`config.mk`:
```
export PLATFORM = sky130hd
export DESIGN_NAME = sram_responder
export DESIGN_NICKNAME = d
export VERILOG_FILES = /design/src/rtl/sram_resp_pkg.sv /design/src/rtl/sram_resp_checker.sv /design/src/rtl/sram_responder.sv
export SDC_FILE = /design/constraint.sdc
export NUM_CORES = 1
export LEC_CHECK = 0
export ABC_AREA = 1
export CORE_MARGIN = 3
export CORE_UTILIZATION = 42
export DETAILED_ROUTE_END_ITERATION = 10
export MAX_ROUTING_LAYER = met4
export PLACE_DENSITY = 0.69
export SETUP_SLACK_MARGIN = 0.15
export SLEW_MARGIN = 0
export SYNTH_ARGS = -nofsm -noshare
export SYNTH_HDL_FRONTEND = slang
export SYNTH_SLANG_ARGS = --single-unit
```
`constraint.sdc`:
```
create_clock -name clk -period 2.05 [get_ports clk]
set_input_delay 0.3075 -clock clk [delete_from_list [all_inputs] [get_ports clk]]
set_output_delay 0.3075 -clock clk [all_outputs]
set_load 0.1 [all_outputs]
```
`src/rtl/sram_resp_pkg.sv`:
```
// Shared types and constants for the sram_responder slice.
// Optional macro SRAM_RESP_LIVE_CORRECT_EN is consumed by sram_responder.
package sram_resp_pkg;

  typedef enum logic [1:0] {
    IDLE = 2'd0,
    SCAN = 2'd1,
    DONE = 2'd2
  } scan_state_t;

  localparam logic LD_SEL_DATA = 1'b0;
  localparam logic LD_SEL_ANS  = 1'b1;

endpackage

```
`src/rtl/sram_resp_checker.sv`:
```
// Compare-scan engine: walks both arrays one entry per cycle and latches
// mismatch count, first failing address and a pass flag at DONE.
module sram_resp_checker
  import sram_resp_pkg::*;
#(
  parameter int DATA_WIDTH = 8,
  parameter int ADDR_WIDTH = 4
) (
  input  logic                  clk,
  input  logic                  reset,
  input  logic                  chk_start,
  input  logic [DATA_WIDTH-1:0] ram_word,
  input  logic [DATA_WIDTH-1:0] ans_word,
  output logic [ADDR_WIDTH-1:0] idx,
  output logic                  chk_busy,
  output logic                  chk_done,
  output logic                  scan_ok,
  output logic [ADDR_WIDTH:0]   mismatch_cnt,
  output logic [ADDR_WIDTH-1:0] first_bad_addr
);

  scan_state_t           state_q, state_d;
  logic [ADDR_WIDTH:0]   cnt;
  logic [ADDR_WIDTH-1:0] fb_work;
  logic                  found;
  logic                  done_q;

  always_ff @(posedge clk or negedge reset) begin
    if (!reset) state_q <= IDLE;
    else        state_q <= state_d;
  end

  always_comb begin
    state_d = state_q;
    unique case (state_q)
      IDLE:    if (chk_start) state_d = SCAN;
      SCAN:    if (idx == '1) state_d = DONE;
      DONE:    state_d = IDLE;
      default: state_d = IDLE;
    endcase
  end

  always_comb begin
    chk_busy = (state_q == SCAN);
    chk_done = done_q;
  end

  // Working registers run during SCAN; published results change only at DONE.
  always_ff @(posedge clk or negedge reset) begin
    if (!reset) begin
      idx            <= '0;
      cnt            <= '0;
      fb_work        <= '0;
      found          <= 1'b0;
      done_q         <= 1'b0;
      scan_ok        <= 1'b0;
      mismatch_cnt   <= '0;
      first_bad_addr <= '0;
    end else begin
      done_q <= (state_q == DONE);
      unique case (state_q)
        IDLE: begin
          if (chk_start) begin
            idx     <= '0;
            cnt     <= '0;
            fb_work <= '0;
            found   <= 1'b0;
          end
        end
        SCAN: begin
          idx <= idx + 1'b1;
          if (ram_word != ans_word) begin
            cnt <= cnt + 1'b1;
            if (!found) begin
              fb_work <= idx;
              found   <= 1'b1;
            end
          end
        end
        DONE: begin
          mismatch_cnt   <= cnt;
          first_bad_addr <= fb_work;
          scan_ok        <= (cnt == '0);
        end
        default: ;
      endcase
    end
  end

endmodule

```
`src/rtl/sram_responder.sv`:
```
// Single-port memory target with host-loadable data/answer arrays and a compare scan.
// Define SRAM_RESP_LIVE_CORRECT_EN to drive correct from a live per-entry match vector.
module sram_responder
  import sram_resp_pkg::*;
#(
  parameter int DATA_WIDTH = 8,
  parameter int ADDR_WIDTH = 4
) (
  input  logic                  clk,
  input  logic                  reset,
  input  logic                  en,
  input  logic                  we,
  input  logic [ADDR_WIDTH-1:0] addr,
  input  logic [DATA_WIDTH-1:0] data_i,
  output logic [DATA_WIDTH-1:0] data_o,
  input  logic                  ld_valid,
  output logic                  ld_ready,
  input  logic                  ld_sel,
  input  logic [ADDR_WIDTH-1:0] ld_addr,
  input  logic [DATA_WIDTH-1:0] ld_data,
  input  logic                  chk_start,
  output logic                  chk_busy,
  output logic                  chk_done,
  output logic                  correct,
  output logic [ADDR_WIDTH:0]   mismatch_cnt,
  output logic [ADDR_WIDTH-1:0] first_bad_addr
);

  localparam int DEPTH = 1 << ADDR_WIDTH;

  logic [DATA_WIDTH-1:0] ram [DEPTH];
  logic [DATA_WIDTH-1:0] ans [DEPTH];
  logic [ADDR_WIDTH-1:0] scan_idx;
  logic                  scan_ok;
  logic                  ram_we;
  logic                  ld_fire;

  assign ld_ready = !chk_busy && !en;
  assign ram_we   = en && we;
  assign ld_fire  = ld_valid && ld_ready;

  // Arrays are deliberately outside reset; ld_ready keeps the two writers exclusive.
  always_ff @(posedge clk) begin
    if (ram_we)
      ram[addr] <= data_i;
    else if (ld_fire && ld_sel == LD_SEL_DATA)
      ram[ld_addr] <= ld_data;
    if (ld_fire && ld_sel == LD_SEL_ANS)
      ans[ld_addr] <= ld_data;
  end

  always_ff @(posedge clk or negedge reset) begin
    if (!reset)          data_o <= '0;
    else if (en && !we)  data_o <= ram[addr];
  end

  sram_resp_checker #(
    .DATA_WIDTH(DATA_WIDTH),
    .ADDR_WIDTH(ADDR_WIDTH)
  ) u_checker (
    .clk            (clk),
    .reset          (reset),
    .chk_start      (chk_start),
    .ram_word       (ram[scan_idx]),
    .ans_word       (ans[scan_idx]),
    .idx            (scan_idx),
    .chk_busy       (chk_busy),
    .chk_done       (chk_done),
    .scan_ok        (scan_ok),
    .mismatch_cnt   (mismatch_cnt),
    .first_bad_addr (first_bad_addr)
  );

`ifdef SRAM_RESP_LIVE_CORRECT_EN
  logic [DEPTH-1:0] match;

  always_ff @(posedge clk or negedge reset) begin
    if (!reset) begin
      match <= '0;
    end else if (ram_we) begin
      match[addr] <= (data_i == ans[addr]);
    end else if (ld_fire) begin
      if (ld_sel == LD_SEL_DATA) match[ld_addr] <= (ld_data == ans[ld_addr]);
      else                       match[ld_addr] <= (ram[ld_addr] == ld_data);
    end
  end

  assign correct = &match;
`else
  assign correct = scan_ok;
`endif

endmodule
```
Word-level counts from Yosys, hierarchy flattened --
Memories as Yosys holds them, arrays and structs flattened. A register that Yosys moved wholly into a read port is not among the register bits. Cells that the tools add are included. W data, S select, Z words.
Cells by class: bitwise logic cells 1, add/sub/neg operators 2, equal/unequal tests 8, mux-type cells 24, reduce and logical (&&, ||, !) cells 18
Operators with widths (count):
- $mux W4 | 4
- $pmux W4 S2 | 2
- $mux W1 | 10
- $mux W5 | 2
- $pmux W5 S2 | 1
- $mux W8 | 1
- $ne A8 B8 Y1 | 1
- $reduce_or A8 Y1 | 1
- $logic_and A1 B1 Y1 | 6
- $add A5 B1 Y5 const B | 1
- $logic_not A5 Y1 | 1
- $add A4 B1 Y4 const B | 1
- $eq A4 B4 Y1 const B | 1
- $logic_not A1 Y1 | 4
- $mux W2 | 2
- $ne A2 B1 Y1 const B | 2
- $ne A2 B2 Y1 const B | 2
- $pmux W2 S2 | 1
- $reduce_and A2 Y1 | 2
- $reduce_and A4 Y1 | 1
- $reduce_and A3 Y1 | 1
- $eq A2 B1 Y1 const B | 1
- $eq A2 B2 Y1 const B | 1
- $logic_not A2 Y1 | 1
- other kinds (3) | 3
Word-level totals: register bits after elaboration 27, input bits 31, bits in writable memories 256, output and inout port bits 21, word-level logic and storage cells 64, memories 2
Memory list:
- ans | depth 16, width 8, read ports 1, clocked after memory_dff 0, wr ports 1, line sram_responder.sv:32 | logic [DATA_WIDTH-1:0] ans [DEPTH];
- ram | depth 16, width 8, read ports 2, clocked after memory_dff 1, wr ports 1, line sram_responder.sv:31 | logic [DATA_WIDTH-1:0] ram [DEPTH];

Longest topological paths before layout --
Gate-level depths: netlist of run 1.
word-level depth 10, mapped depth 19, gate-level depth less buffers 17

Modules after synthesis --
Synthesis of run 1 repeated with hierarchy kept, for this count alone.
Second synthesis, totals: cells, all modules 1367, area total of the unflattened synthesis 13728.2 um^2
By module, submodules not included:
- sram_responder | cells an instance 1216, sequential area each 7887.6 um^2, area each 12390.6 um^2, instances 1
- sram_resp_checker | cells an instance 151, sequential area each 675.6 um^2, area each 1337.5 um^2, instances 1

Worst setup path after synthesis of run 1 --
Ideal clock, no wire load.
kind reg2reg, start reg u_checker.state_q[0], end mem ram[13][0] (enable), slack -1.651 ns, stages on the path, launching flop included 11, buffers on the path 1, required time 1.680 ns, data arrival time 3.331 ns, setup time 0.370 ns, clock period less this slack 3.701 ns, cell sequence dfrtp_1 -> inv_1 -> nor2_2 -> nor2_1 -> nand3_1 -> buf_2 -> nand2_1 -> o21ai_0 -> inv_1 -> nand2_1 -> nor2_1
On the way: word-level cells in the longest chain between the ends 10, elaborated cells on any way between the ends 11, those cells by class 1 x eq/ne; 5 x mux; 5 x reduce/logical
Ends and longest elaborated chain:
- start, declared | line sram_resp_checker.sv:22 | scan_state_t state_q, state_d;
- start signal, assigned | line sram_resp_checker.sv:30 | else state_q <= state_d;
- $eq A2 B1 Y1 * | line sram_resp_checker.sv:44 | chk_busy = (state_q == SCAN);
- $logic_not A1 Y1 * | line sram_responder.sv:38 | assign ld_ready = !chk_busy && !en;
- $logic_and A1 B1 Y1 * | line sram_responder.sv:38
- via ld_ready | line sram_responder.sv:17 | output logic ld_ready,
- $logic_and A1 B1 Y1 * | line sram_responder.sv:40 | assign ld_fire = ld_valid && ld_ready;
- $logic_and A1 B1 Y1 * | line sram_responder.sv:46 | else if (ld_fire && ld_sel == LD_SEL_DATA)
- $mux W1 * | line sram_responder.sv:46
- $mux W1 * | line sram_responder.sv:44 | if (ram_we)
- $mux W1 (not written as such) * | line sram_responder.sv:47 | ram[ld_addr] <= ld_data;
- $reduce_or A8 Y1 (no source line)
- $mux W4 (no source line) / $mux W1 (equally long branches)
- end, declared | line sram_responder.sv:31
Mark *: on every way through the listed nets, which the timed path passes. The rest lies on a longest branch.

Worst setup path in the final report of run 1 --
start reg u_checker.idx[0], end reg u_checker.cnt[2]
On the way: word-level cells in the longest chain between the ends 4, elaborated cells on any way between the ends 5, those cells by class 2 x eq/ne; 1 x reduce/logical; 2 x memory
Ends and longest elaborated chain:
- start, declared | line sram_resp_checker.sv:14 | output logic [ADDR_WIDTH-1:0] idx,
- start signal, assigned | line sram_resp_checker.sv:71 | idx <= idx + 1'b1;
- $mem_v2 Z16 W8, on equally long branches
- $ne A8 B8 Y1 * | line sram_resp_checker.sv:72 | if (ram_word != ans_word) begin
- $ne A2 B1 Y1 (no source line) *
- $reduce_and A3 Y1 (no source line) *
- end signal, assigned | line sram_resp_checker.sv:73 | cnt <= cnt + 1'b1;
- end, declared | line sram_resp_checker.sv:23 | logic [ADDR_WIDTH:0] cnt;
Mark *: on every way between the ends. The rest lies on a longest branch, timed or not. A chain may end at the register's enable or synchronous reset.

==> flow_summary.json, run 1 <==
{
  "finalNetCount": 1634,
  "ir_worst_vdd_uv": 784,
  "initial_antenna_violation_count": 0,
  "numClockSinks": 291,
  "overflow": 0,
  "worst_ep_arrival_time_ns": 2.80,
  "postSynthRegisterBits": 291,
  "floorplan.core_area_um2": 32000,
  "die_w_um": 188,
  "critical_path.cell_chain": "clkinv_8, buf_16, nand2_1, nand3_1, nand3_1, nand2_1, nand2_2, nand2_2, nand2_1, inv_1, nor2_2, nand2_1, nor2_2, nand2_4, nand2_4, nand3_2, o21ai_2",
  "tritoncts": "yes",
  "vias_in_the_first_global_route": 10600,
  "synthCells": 1464,
  "globalplace.congestion": 0.879,
  "synth_area_per_cell_um2": 9.45,
  "final_worst_setup_slack_ns": -0.281,
  "worst_slew_pin_slew_ns": 0.517,
  "power_density_nw_per_um2": 1250,
  "synth_warnings": 0,
  "hold_path_class": "input pin to asynchronous set/reset pin",
  "routed-via-count": 11100,
  "detail_route.first_pass.iterations": 6,
  "floorplan.initialDensity": 0.432,
  "initialDrtViolationCount": 1449,
  "share_of_cells_above_drive_strength_1": 0.201,
  "ys.flop_type": "sky130_fd_sc_hd__edfxtp_1",
  "cts.reportedPaths.clkPinSlew_ns": 0.06,
  "critPathCaptureType": "register",
  "crit_slowest_cell": "sky130_fd_sc_hd__dfrtp_4",
  "ctsLongestPathBuffers": 3,
  "most-common-layout-cells": "sky130_fd_sc_hd__nand2_1 (402), sky130_fd_sc_hd__edfxtp_1 (256), sky130_fd_sc_hd__nand3_1 (149)",
  "grt_use_total": 0.212,
  "worstSetupStartpointType": "register",
  "clockRootBuffer": "sky130_fd_sc_hd__clkbuf_16",
  "post-route-min-period_ns": 2.33,
  "remaining_antenna_violation_count": 0,
  "report.final.hold_viol_count": 0,
  "grt_start_max_net_pins": 59,
  "finClkSkew_ns": 0.0109,
  "diodes": 0,
  "worstPathRequired_ns": 2.52,
  "place.port_buffers": 51,
  "timing.critical_path.mode_cell": "sky130_fd_sc_hd__nand2_1",
  "crit_path_max_fanout": 8,
  "fin_crit_sh": 1.14,
  "post_place_instance_area_um2": 16000,
  "total_leakage_power_uw": 0.00727,
  "synth.distinct_cells": 34,
  "critical_path_class": "register to register",
  "final_design_area_no_fill_um2": 17900,
  "routed_via_density": 5.39,
  "fmaxAchievable_mhz": 429,
  "pin_count": 52,
  "holdWs_ns": 0.177,
  "synth_seq_area_share": 0.619,
  "layout_commonest_cell": "sky130_fd_sc_hd__nand2_1",
  "run_status": "finished, violations left",
  "numCtsBuffers": 30,
  "setup_repair_after_global_routing_missed_its_margin": "true",
  "grt_first_pass_wirelength_um": 57600,
  "place_hpwl_um": 25100,
  "route.final.wire_length_um": 38900,
  "clock_h_tree_levels": 1,
  "slowest_delay_ns": 0.55,
  "finalSetupViolations": 12,
  "async_flop_share": 0.120,
  "synth.cell_area_um2": 13800,
  "max_slew_margin": 0.655,
  "mappedNetlistNets": 1498,
  "remaining_drc_errors": 0,
  "die_y_um": 188,
  "max_cap_violations": 0,
  "clkLatencyLatePin_ns": 0.55,
  "synth_enable_flop_cells": 256,
  "row_count": 65,
  "die_area_um2": 35200,
  "wire_per_inst_um": 18.9,
  "flow.area_growth_from_synthesis_pct": 29.5,
  "maxSlewViolCount": 0,
  "violations_in_the_final_reports": "negative setup slack"
}
synth_stat cells (all sizes together), types with 6 or more instances:
cell type | instances | area share
a31oi | 7 | 0.0032
buf | 48 | 0.025
dfrtp | 35 | 0.063
a21oi | 49 | 0.018
nor2 | 110 | 0.030
clkbuf | 34 | 0.0092
nand3 | 173 | 0.063
inv | 151 | 0.041
nand4 | 6 | 0.0027
o211ai | 17 | 0.0092
mux2 | 8 | 0.0065
o21ai | 113 | 0.041
o221ai | 7 | 0.0044
edfxtp | 256 | 0.56
nand2 | 431 | 0.12
final cells by class:
class | count | area, um^2
tap | 435 | 544
clock buffer | 42 | 883
inverter | 153 | 587
clock inverter | 13 | 92.6
timing repair buffer | 184 | 2270
multi-input combinational | 940 | 4970
sequential | 291 | 8570
fill | 2641 | 14100
power breakdown:
part / switching, uW / internal [uW] / leakage [uW] / total [uW]
registers: 270 / 6790 / 0.00272 / 7060
logic: 6390 / 3680 / 0.00408 / 10100
clock network: 2170 / 3120 / 0.000480 / 5280
stage by stage:
| step | utilization | setup slack, ns | power, uW | setup TNS, ns | cells |
|---|---|---|---|---|---|
| after floorplan | - | -0.258 | 12800 | -59.22 | 1464 |
| after global placement | 0.500 | -0.284 | 15400 | -73.23 | 1976 |
| after detailed placement | 0.500 | -0.319 | 15500 | -83.14 | 1976 |
| after CTS | 0.540 | -0.229 | 21200 | -2.13 | 2041 |
| after global routing | 0.559 | -0.429 | 23500 | -4.65 | 2058 |
| final | 0.559 | -0.281 | 22400 | -2.46 | 2058 |
critical path: cells and delay by family (launching register included):
| kind | cells | cell delay (ns) |
|---|---|---|
| and+or+nand+nor | 13 | 1.19 |
| AOI/OAI and AO/OA | 1 | 0.08 |
| DFF | 1 | 0.55 |
| buffers and inverters | 3 | 0.41 |
registers in the layout (all words and copies together) (netlist names):
register                  flops
u_checker.idx                 4
data_o                        8
u_checker.scan_ok             1
ans                         128
u_checker.cnt                 5
u_checker.fb_work             4
ram                         128
u_checker.found               1
u_checker.chk_done            1
u_checker.first_bad_addr      4
u_checker.state_q             2
u_checker.mismatch_cnt        5
per-layer routing:
metal	share of wire	GRT usage	wire, um
met2	0.48	0.350	18700
met1	0.39	0.277	15300
met5	0	-	0
met4	0.027	0.0609	1050
met3	0.097	0.0295	3770
worst paths after layout:
check                                                         from                                      end  slack, ns  cells past startpoint
min in group clk                                        ld_data[0]                      ans[3][0]$_DFFE_PP_       0.47                      1
hold reg to reg            u_checker.first_bad_addr[1]$_DFFE_PN0P_  u_checker.first_bad_addr[1]$_DFFE_PN0P_       0.48                      2
setup / recovery                      u_checker.idx[0]$_DFFE_PN0P_             u_checker.cnt[2]$_DFFE_PN0P_      -0.28                     17
setup reg to reg                      u_checker.idx[0]$_DFFE_PN0P_             u_checker.cnt[2]$_DFFE_PN0P_      -0.28                     17
max in group asynchronous                                    reset             u_checker.idx[0]$_DFFE_PN0P_       1.23                      3
hold / removal                                               reset            u_checker.scan_ok$_DFFE_PN0P_       0.18                      2
timing repair:
item | CTS | global route
buffers inserted | 5 | 10
resized for setup | 42 | 91
endpoints found under the setup margin | 275 | 328
gates cloned | 4 | 7
hold buffers | 1 | 0
endpoints found under the hold margin | 17 | 0
pin swaps | 24 | 39
cells by family (layout without fill, tap and decap cells):
group                    count (synthesis)  after routing  synth area share
XOR/XNOR                                 3              3           0.00190
adder cells (fa/ha/maj)                  3              3           0.00271
flip-flops                             291            291             0.619
AO/OA/AOI/OAI                          200            200            0.0794
buffers and inverters                  235            392            0.0752
multiplexers                             8              8           0.00651
AND/OR/NAND/NOR                        724            726             0.215
Note: power is estimated with default switching activity, not from simulation.
==> run 2: changes to the inputs <==
CORE_ASPECT_RATIO = 0.8   (was default)
==> run 2 against run 1 <==
Net effect: sequential share of layout area down 0.083 points; die area about the same; worst setup slack gained 0.0076 ns; global-route usage rose by 2.2 points; via count up 3.9%; final area grew 0.17%; the run still ends with negative setup slack left; fmax grew 0.33%; sequential cell count unchanged; combinational power barely moved; wire length rose by 7.1%; first-iteration DRC count increased by 1.2%; highest routed layer unchanged.
==> flow_summary.json, run 2 (synthesized netlist as in run 1, its figures left out) <==
{
  "finalSetupViolations": 235,
  "total_leakage_power_uw": 0.00737,
  "timing.setup.tns_ns": -15.05,
  "die_area_um2": 35200,
  "grt_use_total": 0.235,
  "max_slew_margin": 0.376,
  "routed_via_density": 5.59,
  "max_cap_violations": 0,
  "violations_in_the_final_reports": "negative setup slack",
  "clkLatencyLatePin_ns": 0.58,
  "worstSetupStartpointType": "register",
  "flow.area_growth_from_synthesis_pct": 29.7,
  "remaining_drc_errors": 0,
  "postLayoutCoreUtil": 0.562,
  "p_int_uw": 13500,
  "finClkSkew_ns": 0.0269,
  "globalplace.congestion": 0.909,
  "critPathCaptureType": "register",
  "hold_path_class": "input pin to asynchronous set/reset pin",
  "tritoncts": "yes",
  "reg_top3": "ans x128, ram x128, data_o x8",
  "clock_h_tree_levels": 1,
  "share_of_cells_above_drive_strength_1": 0.200,
  "post_place_instance_area_um2": 16000,
  "grt_start_max_net_pins": 36,
  "routed-via-count": 11500,
  "crit_path_max_fanout": 8,
  "power.share.switching": 0.394,
  "timing.critical_path.mode_cell": "sky130_fd_sc_hd__nand2_1",
  "maxSlewViolCount": 0,
  "numCtsBuffers": 29,
  "floorplan.core_area_um2": 31900,
  "pwr-share-seq": 0.316,
  "numClockSinks": 291,
  "critical_path_class": "register to register",
  "wire_per_inst_um": 20.2,
  "crit_slowest_cell": "sky130_fd_sc_hd__dfrtp_4",
  "row_count": 58,
  "die_w_um": 209,
  "worst_slew_pin_slew_ns": 0.935,
  "cts.reportedPaths.clkPinSlew_ns": 0.06,
  "place_hpwl_um": 27000,
  "route.final.wire_length_um": 41600,
  "place.port_buffers": 51,
  "layout_commonest_cell": "sky130_fd_sc_hd__nand2_1",
  "clkPwrFrac": 0.237,
  "overflow": 0,
  "post-route-min-period_ns": 2.32,
  "run_status": "finished, violations left",
  "report.final.hold_viol_count": 0,
  "fin_crit_sh": 1.13,
  "vias_in_the_first_global_route": 11000,
  "initial_antenna_violation_count": 3,
  "worstPathRequired_ns": 2.48,
  "most-common-layout-cells": "sky130_fd_sc_hd__nand2_1 (403), sky130_fd_sc_hd__edfxtp_1 (256), sky130_fd_sc_hd__nand3_1 (154)",
  "die_y_um": 168,
  "remaining_antenna_violation_count": 0,
  "fmaxAchievable_mhz": 430,
  "crit-reg2reg-capture": "u_checker.found$_DFFE_PN0P_",
  "grt_first_pass_wirelength_um": 62600,
  "initialDrtViolationCount": 1467,
  "detail_route.first_pass.iterations": 6,
  "pwr-share-comb": 0.447,
  "worst_ep_arrival_time_ns": 2.75,
  "clockRootBuffer": "sky130_fd_sc_hd__clkbuf_16",
  "reg2reg_depth": 17,
  "ir_worst_vdd_uv": 702,
  "finalNetCount": 1650,
  "floorplan.initialDensity": 0.433,
  "slowest_delay_ns": 0.53,
  "p_sw_uw": 8770,
  "holdWs_ns": 0.432,
  "crit-reg2reg-launch": "u_checker.idx[0]$_DFFE_PN0P_",
  "final_worst_setup_slack_ns": -0.273,
  "ctsLongestPathBuffers": 3,
  "critical_path.cell_chain": "buf_12, buf_12, buf_16, nand2_2, nand2_1, nand2_1, nand3_2, nand2_1, nand2_1, nand2_2, nand2_1, nand2_1, nand2_1, nor2_2, nand2_4, nand2_2, o21ai_0",
  "final_design_area_no_fill_um2": 17900,
  "setup_repair_after_global_routing_missed_its_margin": "true",
  "pin_count": 52,
  "worst-r2r-setup-slack_ns": -0.27,
  "power_density_nw_per_um2": 1240
}
run 2: cell count changes in the layout (fill, tap and decap cells not counted), sizes merged:
cell	change
bufinv	+1
bufbuf	+2
clkinvlp	-2
buf	+10
clkbuf	-7
mux2	+7
diode	+3
clkinv	+5
run 2: power groups by stage:
stage	Combinational (uW)	Sequential [uW]	Clock, uW
floorplan	5010	7820	0
detailed placement	8440	7140	0
global route	10700	7070	5580
global placement	8280	7130	0
finish	9940	7030	5270
CTS	9410	7020	5340
run 2: area by class of cell:
class                   instances  area, um^2
fillers                      2598       14000
clock buffers                  37         796
well taps                     420         526
flip-flops and latches        291        8570
clock inverters                17         151
repair buffers                194        2350
diodes                          3        7.51
inverters                     153         579
multi-input cells             947        4970
run 2: stage by stage:
step	setup slack [ns]	total power [uW]	instances
finish	-0.273	22200	2062
floorplan	-0.258	12800	1464
global route	-0.409	23400	2062
global placement	-0.290	15400	1968
detailed placement	-0.337	15600	1968
CTS	-0.182	21800	2039
run 2: timing repair:
| action | 4_1_cts | 5_1_grt |
|---|---|---|
| setup endpoints to repair | 266 | 396 |
| endpoints found under the hold margin | 35 | 0 |
| setup buffers | 8 | 12 |
| hold buffers | 1 | 0 |
| resized for setup | 79 | 40 |
| gates cloned | 8 | 8 |
| pin swaps | 23 | 28 |
run 2: worst max path at each step:
stage               slack, ns  cells after the start                                to                             start
detailed placement      -0.34                     16      u_checker.cnt[3]$_DFFE_PN0P_      u_checker.idx[0]$_DFFE_PN0P_
finish                  -0.27                     17       u_checker.found$_DFFE_PN0P_      u_checker.idx[0]$_DFFE_PN0P_
global placement        -0.29                     16      u_checker.cnt[3]$_DFFE_PN0P_      u_checker.idx[0]$_DFFE_PN0P_
CTS                     -0.18                     18      u_checker.cnt[3]$_DFFE_PN0P_      u_checker.idx[0]$_DFFE_PN0P_
global route            -0.41                     18  u_checker.fb_work[1]$_DFFE_PN0P_      u_checker.idx[0]$_DFFE_PN0P_
floorplan               -0.26                      7               ram[1][0]$_DFFE_PP_  u_checker.state_q[0]$_DFFE_PN0P_
run 2: critical path: cells and delay by family, from the launching register on:
| family | cells | cell delay (ns) |
|---|---|---|
| AO/OA/AOI/OAI | 1 | 0.09 |
| buffers and inverters | 3 | 0.44 |
| flip-flops | 1 | 0.53 |
| AND/OR/NAND/NOR | 13 | 1.13 |
run 2: metal layers:
layer | routed length, um | up-vias | track usage
met1 | 17400 | 5505 | 0.334
li1 | - | 5247 | -
met4 | 1060 | 0 | 0.0623
met2 | 18100 | 684 | 0.339
met5 | 0 | - | -
met3 | 5010 | 98 | 0.0555
